===== config.mk =====
export PLATFORM = sky130hd
export DESIGN_NAME = clic_gateway
export DESIGN_NICKNAME = d
export VERILOG_FILES = /design/src/rtl/clic_gw_pkg.sv /design/src/rtl/clic_gw_cell.sv /design/src/rtl/clic_gateway.sv
export SDC_FILE = /design/constraint.sdc
export NUM_CORES = 1
export LEC_CHECK = 0
export BUFFER_PORTS_ARGS = -buffer_cell sky130_fd_sc_hd__buf_2
export CAP_MARGIN = 10
export CORE_MARGIN = 5
export CORE_UTILIZATION = 49
export DETAILED_ROUTE_END_ITERATION = 8
export GPL_TIMING_DRIVEN = 0
export PLACE_DENSITY = 0.87
export RECOVER_POWER = 50
export SLEW_MARGIN = 20
export SYNTH_ARGS = -nofsm -noshare
export SYNTH_HDL_FRONTEND = slang
export SYNTH_SLANG_ARGS = --single-unit

===== constraint.sdc =====
create_clock -name clk_i -period 4.6 [get_ports clk_i]
set_input_delay 0.69 -clock clk_i [delete_from_list [all_inputs] [get_ports clk_i]]
set_output_delay 0.69 -clock clk_i [all_outputs]
set_load 0.005 [all_outputs]

===== src/rtl/clic_gw_pkg.sv =====
// Shared definitions for the CLIC interrupt gateway: trigger-mode encoding
// and the claim id width helper.
package clic_gw_pkg;

  typedef enum logic {
    LEVEL = 1'b0,
    EDGE  = 1'b1
  } trig_mode_e;

  // Claim id width; a single source still needs a one-bit id port.
  function automatic int src_width(input int n_source);
    return (n_source > 1) ? $clog2(n_source) : 1;
  endfunction

endpackage


===== src/rtl/clic_gw_cell.sv =====
// One interrupt source: input synchronizer, rise detector and the pending
// bit with its edge/level next-state rules.
module clic_gw_cell
  import clic_gw_pkg::*;
#(
  parameter int SYNC_STAGES = 2
) (
  input  logic clk,
  input  logic rst,
  input  logic src,
  input  logic mode,
  input  logic sw_we,
  input  logic sw_wd,
  input  logic claim_hit,
  output logic pending
);

  logic s;
  logic prev_q;
  logic rise;
  logic pend_d;

  generate
    if (SYNC_STAGES > 0) begin : g_sync
      logic [SYNC_STAGES-1:0] sync_q;

      always_ff @(posedge clk or posedge rst) begin
        if (rst) begin
          sync_q <= '0;
        end else begin
          sync_q[0] <= src;
          for (int k = 1; k < SYNC_STAGES; k++) begin
            sync_q[k] <= sync_q[k-1];
          end
        end
      end

      assign s = sync_q[SYNC_STAGES-1];
    end else begin : g_nosync
      assign s = src;
    end
  endgenerate

  // prev tracks s in both modes, so switching mode never fabricates a rise.
  assign rise = s & ~prev_q;

  always_comb begin
    pend_d = pending;
    if (mode == EDGE) begin
      if (rise) begin
        pend_d = 1'b1;
      end else if (sw_we) begin
        pend_d = sw_wd;
      end else if (claim_hit) begin
        pend_d = 1'b0;
      end
    end else begin
      pend_d = s;
    end
  end

  always_ff @(posedge clk or posedge rst) begin
    if (rst) begin
      prev_q  <= 1'b0;
      pending <= 1'b0;
    end else begin
      prev_q  <= s;
      pending <= pend_d;
    end
  end

endmodule


===== src/rtl/clic_gateway.sv =====
// CLIC interrupt gateway: per-source pending cells plus the shared claim
// decoder, claim handshake and out-of-range claim error pulse.
module clic_gateway
  import clic_gw_pkg::*;
#(
  parameter  int N_SOURCE    = 32,
  parameter  int SYNC_STAGES = 2,
  localparam int SRC_W       = src_width(N_SOURCE)
) (
  input  logic                clk_i,
  input  logic                rst_i,
  input  logic [N_SOURCE-1:0] intr_src_i,
  input  logic [N_SOURCE-1:0] le_i,
  input  logic [N_SOURCE-1:0] ip_sw_we_i,
  input  logic [N_SOURCE-1:0] ip_sw_wd_i,
  input  logic                claim_valid_i,
  input  logic [SRC_W-1:0]    claim_id_i,
  output logic                claim_ready_o,
  output logic                claim_err_o,
  output logic [N_SOURCE-1:0] ip_o
);

  logic                arm_q;
  logic                ready_q;
  logic                err_q;
  logic [31:0]         id_ext;
  logic                in_range;
  logic                accept;
  logic [N_SOURCE-1:0] claim_hit;

  assign id_ext   = 32'(claim_id_i);
  assign in_range = (id_ext < 32'(N_SOURCE));
  assign accept   = claim_valid_i & ready_q;

  // Ready comes up on the second edge after reset release, giving the
  // synchronizers one full cycle before claims are honoured.
  always_ff @(posedge clk_i or posedge rst_i) begin
    if (rst_i) begin
      arm_q   <= 1'b0;
      ready_q <= 1'b0;
      err_q   <= 1'b0;
    end else begin
      arm_q   <= 1'b1;
      ready_q <= arm_q;
      err_q   <= accept & ~in_range;
    end
  end

  assign claim_ready_o = ready_q;
  assign claim_err_o   = err_q;

  generate
    for (genvar i = 0; i < N_SOURCE; i++) begin : g_src
      assign claim_hit[i] = accept & in_range & (id_ext == 32'(i));

      clic_gw_cell #(
        .SYNC_STAGES (SYNC_STAGES)
      ) u_cell (
        .clk       (clk_i),
        .rst       (rst_i),
        .src       (intr_src_i[i]),
        .mode      (le_i[i]),
        .sw_we     (ip_sw_we_i[i]),
        .sw_wd     (ip_sw_wd_i[i]),
        .claim_hit (claim_hit[i]),
        .pending   (ip_o[i])
      );
    end
  endgenerate

endmodule


Word-level counts from Yosys, hierarchy flattened
Index checks and enable logic that the tools add are counted.
{"block": "totals", "regBits": 131, "out_inout_bits": 34, "word_cells": 392}
{"block": "classes", "magnitude_cmp": 1, "eq_ne": 63, "n_mux": 128, "bitwise_logic": 100, "n_reduce_logical": 1}
{"cell": "$mux W1", "n": 128}
{"cell": "$ne A4 B1 Y1 const B", "n": 32}
{"cell": "$eq A5 B5 Y1 const B", "n": 16}
{"cell": "$and A1 B1 Y1", "n": 67}
{"cell": "$eq A5 B4 Y1 const B", "n": 8}
{"cell": "$not A1 Y1", "n": 33}
{"cell": "$logic_not A32 Y1", "n": 1}
{"cell": "$eq A5 B3 Y1 const B", "n": 4}
{"cell": "$eq A5 B2 Y1 const B", "n": 2}
{"cell": "$lt A5 B6 Y1 const B", "n": 1}
{"cell": "$eq A5 B1 Y1 const B", "n": 1}

Depth between registers and ports, before layout
{"block": "depth", "depth_word": 7, "depth_mapped": 5, "depth_no_buf": 3}

Modules after synthesis
From an unflattened synthesis, not the netlist that was laid out.
{"block": "unflattened", "hier_cells": 312, "hier_area_um2": 4644.5}
{"module": "clic_gw_cell", "instances": 32, "cells_per_inst": 8, "area_per_inst_um2": 133.9}
{"module": "clic_gateway", "instances": 1, "cells_per_inst": 56, "area_per_inst_um2": 360.3}

Worst setup path after synthesis
No wires, ideal clock.
{"block": "synth_path", "path_type": "input port to flip-flop", "start": "in claim_id_i[3]", "end": "reg g_src[16].u_cell.pending", "setup_time_ns": 0.129, "arrival_time_ns": 1.382, "slack_ns": 3.089, "cell_stages": 5, "path_buffers": 2, "path_cell_list": "buf_4 > or2_1 > buf_2 > nor4_2 > o31ai_1"}
{"block": "synth_between", "elab_chain_cells": 4, "word_cells_on_any_way": 5}
{"element": "start: declaration", "line": "clic_gateway.sv:17", "source": "input logic [SRC_W-1:0] claim_id_i,"}
{"element": "$lt A5 B6 Y1", "line": "clic_gateway.sv:32", "source": "assign in_range = (id_ext < 32'(N_SOURCE));"}
{"element": "$and A1 B1 Y1", "line": "clic_gateway.sv:54", "source": "assign claim_hit[i] = accept & in_range & (id_ext == 32'(i));"}
{"element": "$and A1 B1 Y1 (*)", "line": "clic_gateway.sv:54"}
{"element": "$ne A4 B1 Y1 (no source line) (*)"}
{"element": "end signal: assignment", "line": "clic_gw_cell.sv:68", "source": "pending <= pend_d;"}
{"element": "end: declaration", "line": "clic_gw_cell.sv:15", "source": "output logic pending"}
Mark *: on every way between the ends. The rest lies on a longest branch, timed or not.
A chain may end at the register's enable or synchronous reset.

==> run metrics <==
Root Driver clkbuf_8; reg-to-reg endpoint g_src[28].u_cell.pending; worst hold path depth 1; violations in the final reports capacitance limit, slew limit; Setup CP Type in2async; Reg clk slew, reported paths 0.06 ns; Leak Pwr 3.02 nW; Max H-tree Level 4; setup bufs post-CTS 0; worst setup margin 2.48 ns; largest net degree at the start of global routing 71; Syn. warnings 0; Post-Synthesis Cell Area 0.00471 sq mm; Critical Path AT around 2.3 ns; Seq cells post-synth 130; Hold Fails Final Rpt 0; HPWL Detailed slightly above 8000 um; minimum clock period around 2.1 ns; average routed wire per standard cell 16.5 um; R2R Setup Slk 3.28 ns; DP Worst Slack 2.83 ns; worst slew pin tran 2.64 ns; number of port buffers around 160; relative slew slack -77.1%; Total GRT Usage 19.9%; Cell Count, Final, Fillers Out 676; area grow syn2layout 35.0%; sequential fraction of the synthesis area 69.1%; Pre-antenna DRT Iters 4; syn_area_per_cell 13.4 sq um; status finished with violations; fin crit share 46.2%; CP startpoint rst_i; Core ar. 0.00928 sq mm; Final nets roughly 670; worst min path class in2reg; CP endpoint kind asynchronous set/reset pin; Vias/cell 5.02; n_diodes 0; crit-path max FO 61; Routed WL 11,200 um; max-slew violations 61; Clock Path Buffers 2; crit path cell chain buf_2 -> clkinvlp_2; share of post-route cells with drive strength above 1 45.2%; IO Count 170; Setup crit start kind input port; worst r2r src claim_ready_o; CTS Hold Buffers Added 0; Setup violations, final 0; Max VDD drop 0.295 mV; Initial DRC Count around 120; syn nets 488; ANT nets after route 0; CTS tree done; HP Start intr_src_i[17]; vias in the first global route 3,775; R2R depth 4; placed cells 646; RSZ-0062 raised after global routing no; initial antenna violation count 1; first-pass GRT wire length 17,900 um; Site Rows 35; die area 0.0117 sq mm; DRC viols 0; Num CTS Buffers 17; Setup TNS 0 ns; Post-CTS Resized 0; initial core utilization about half; minimum hold slack just under 0.3 ns; Clk Latency, worst-skew pair about 0.5 ns; Synth cell types 26; CP max-delay cell clkinvlp_2; Critical Path RT roughly 4.8 ns; RD Place Congestion between 0.7 and 0.8; DR vias 3,394; max_cap viols 1; delay-heaviest family, CP buffers and inverters; GRT Residual Overflow 0; Endpoint, Worst Hold g_src[17].u_cell.g_sync.sync_q[0]; height of the die 108 um; worst path buffer plus inverter count 2; Max Freq ~470 MHz; post-synthesis cell count 352; CP max stage delay 1.48 ns; clk_skew between 0.008 and 0.009 ns; pwr dens 460 mW/mm^2; clock sinks 130; Post-Route Utilization 68.4%; Die X between 100 and 150 um
-- state kept, by name, indices dropped and copies added, names as in the netlist --
name	count
g_src.u_cell.prev_q	32
g_src.u_cell.pending	32
arm_q	1
g_src.u_cell.g_sync.sync_q	64
claim_ready_o	1
-- kinds of logic (layout without fill, tap and decap cells) --
kind of cell,after synthesis,after routing,share of synthesized area [%]
AO/OA/AOI/OAI,64,64,11.2
buffers and inverters,44,239,7.18
flip-flops,130,130,69.1
other,2,2,0.160
AND/OR/NAND/NOR,112,112,12.3
-- worst max path at each step --
stage / end / slack, ns / cells past startpoint
floorplan: arm_q / 0.44 / 1
global placement: g_src[11].u_cell.pending / -0.68 / 2
detailed placement: g_src[29].u_cell.pending / 2.83 / 4
CTS: ip_o[5] / 2.74 / 2
global route: g_src[2].u_cell.g_sync.sync_q[1] / 1.98 / 2
finish: g_src[2].u_cell.g_sync.sync_q[1] / 2.48 / 2
-- final cells by class --
class,count,area [sq um]
tap,129,161
inverter,1,5.00
sequential,130,3250
buffer,43,334
multi-input combinational,178,1110
clock buffer,18,428
clock inverter,12,208
fill,685,2930
timing repair buffer,165,848
-- where the power goes --
group | internal, mW | switching (mW)
sequential | 1.22 | 0.0331
clock | 0.947 | 0.482
combinational | 0.131 | 0.116
-- stage by stage --
step | area, sq um | total power, mW
6_report | 6350 | 2.92
3_5_place_dp | 5720 | 1.52
3_3_place_gp | 5690 | 1.50
5_1_grt | 6350 | 3.04
4_1_cts | 6360 | 2.95
2_1_floorplan | 4710 | 1.39
-- synth_stat cells --
master | count | area share [%]
nor4bb_2 | 2 | 0.69
nor2_1 | 6 | 0.48
o31ai_1 | 26 | 4.1
nand3_2 | 1 | 0.21
nand4_1 | 1 | 0.13
buf_2 | 3 | 0.32
nand4b_1 | 2 | 0.37
nor3_1 | 10 | 1.1
nand2_1 | 72 | 5.7
buf_6 | 5 | 1.2
buf_4 | 35 | 5.6
nor4_1 | 5 | 0.66
nor4_2 | 2 | 0.53
conb_1 | 2 | 0.16
nand2b_1 | 3 | 0.40
nand3b_4 | 1 | 0.43
nor4_4 | 1 | 0.45
nor4b_2 | 1 | 0.32
and3b_1 | 1 | 0.19
nor4b_1 | 2 | 0.37
inv_1 | 1 | 0.080
or2_1 | 1 | 0.13
a32oi_1 | 32 | 6.0
and3_1 | 1 | 0.13
dfrtp_1 | 130 | 69
a211o_1 | 6 | 1.1
-- per-layer routing --
| metal | wire length (um) | global-route usage [%] | vias up | part of all wire [%] |
|---|---|---|---|---|
| met1 | 4310 | 23.8 | 1636 | 39 |
| met2 | 5880 | 34.1 | 126 | 53 |
| met3 | 828 | 7.10 | 16 | 7.4 |
| met4 | 124 | 5.68 | 2 | 1.1 |
| met5 | 13 | 0 | - | 0.12 |
| li1 | - | - | 1614 | - |
-- cells in the final DEF, fill, tap and decap left out, types with 3 or more instances in the layout --
cell        synthesis  final
clkinv_4            0      3
nor2_1              6      6
bufinv_16           0      5
nand2b_1            3      3
buf_6               5      5
clkinvlp_4          0      3
buf_4              35     35
dfrtp_1           130    130
a32oi_1            32     32
nor3_1             10     10
o31ai_1            26     26
nor4_1              5      5
buf_2               3    167
nand2_1            72     72
clkbuf_16           0     16
a211o_1             6      6
(Power assumes the default switching activity.)
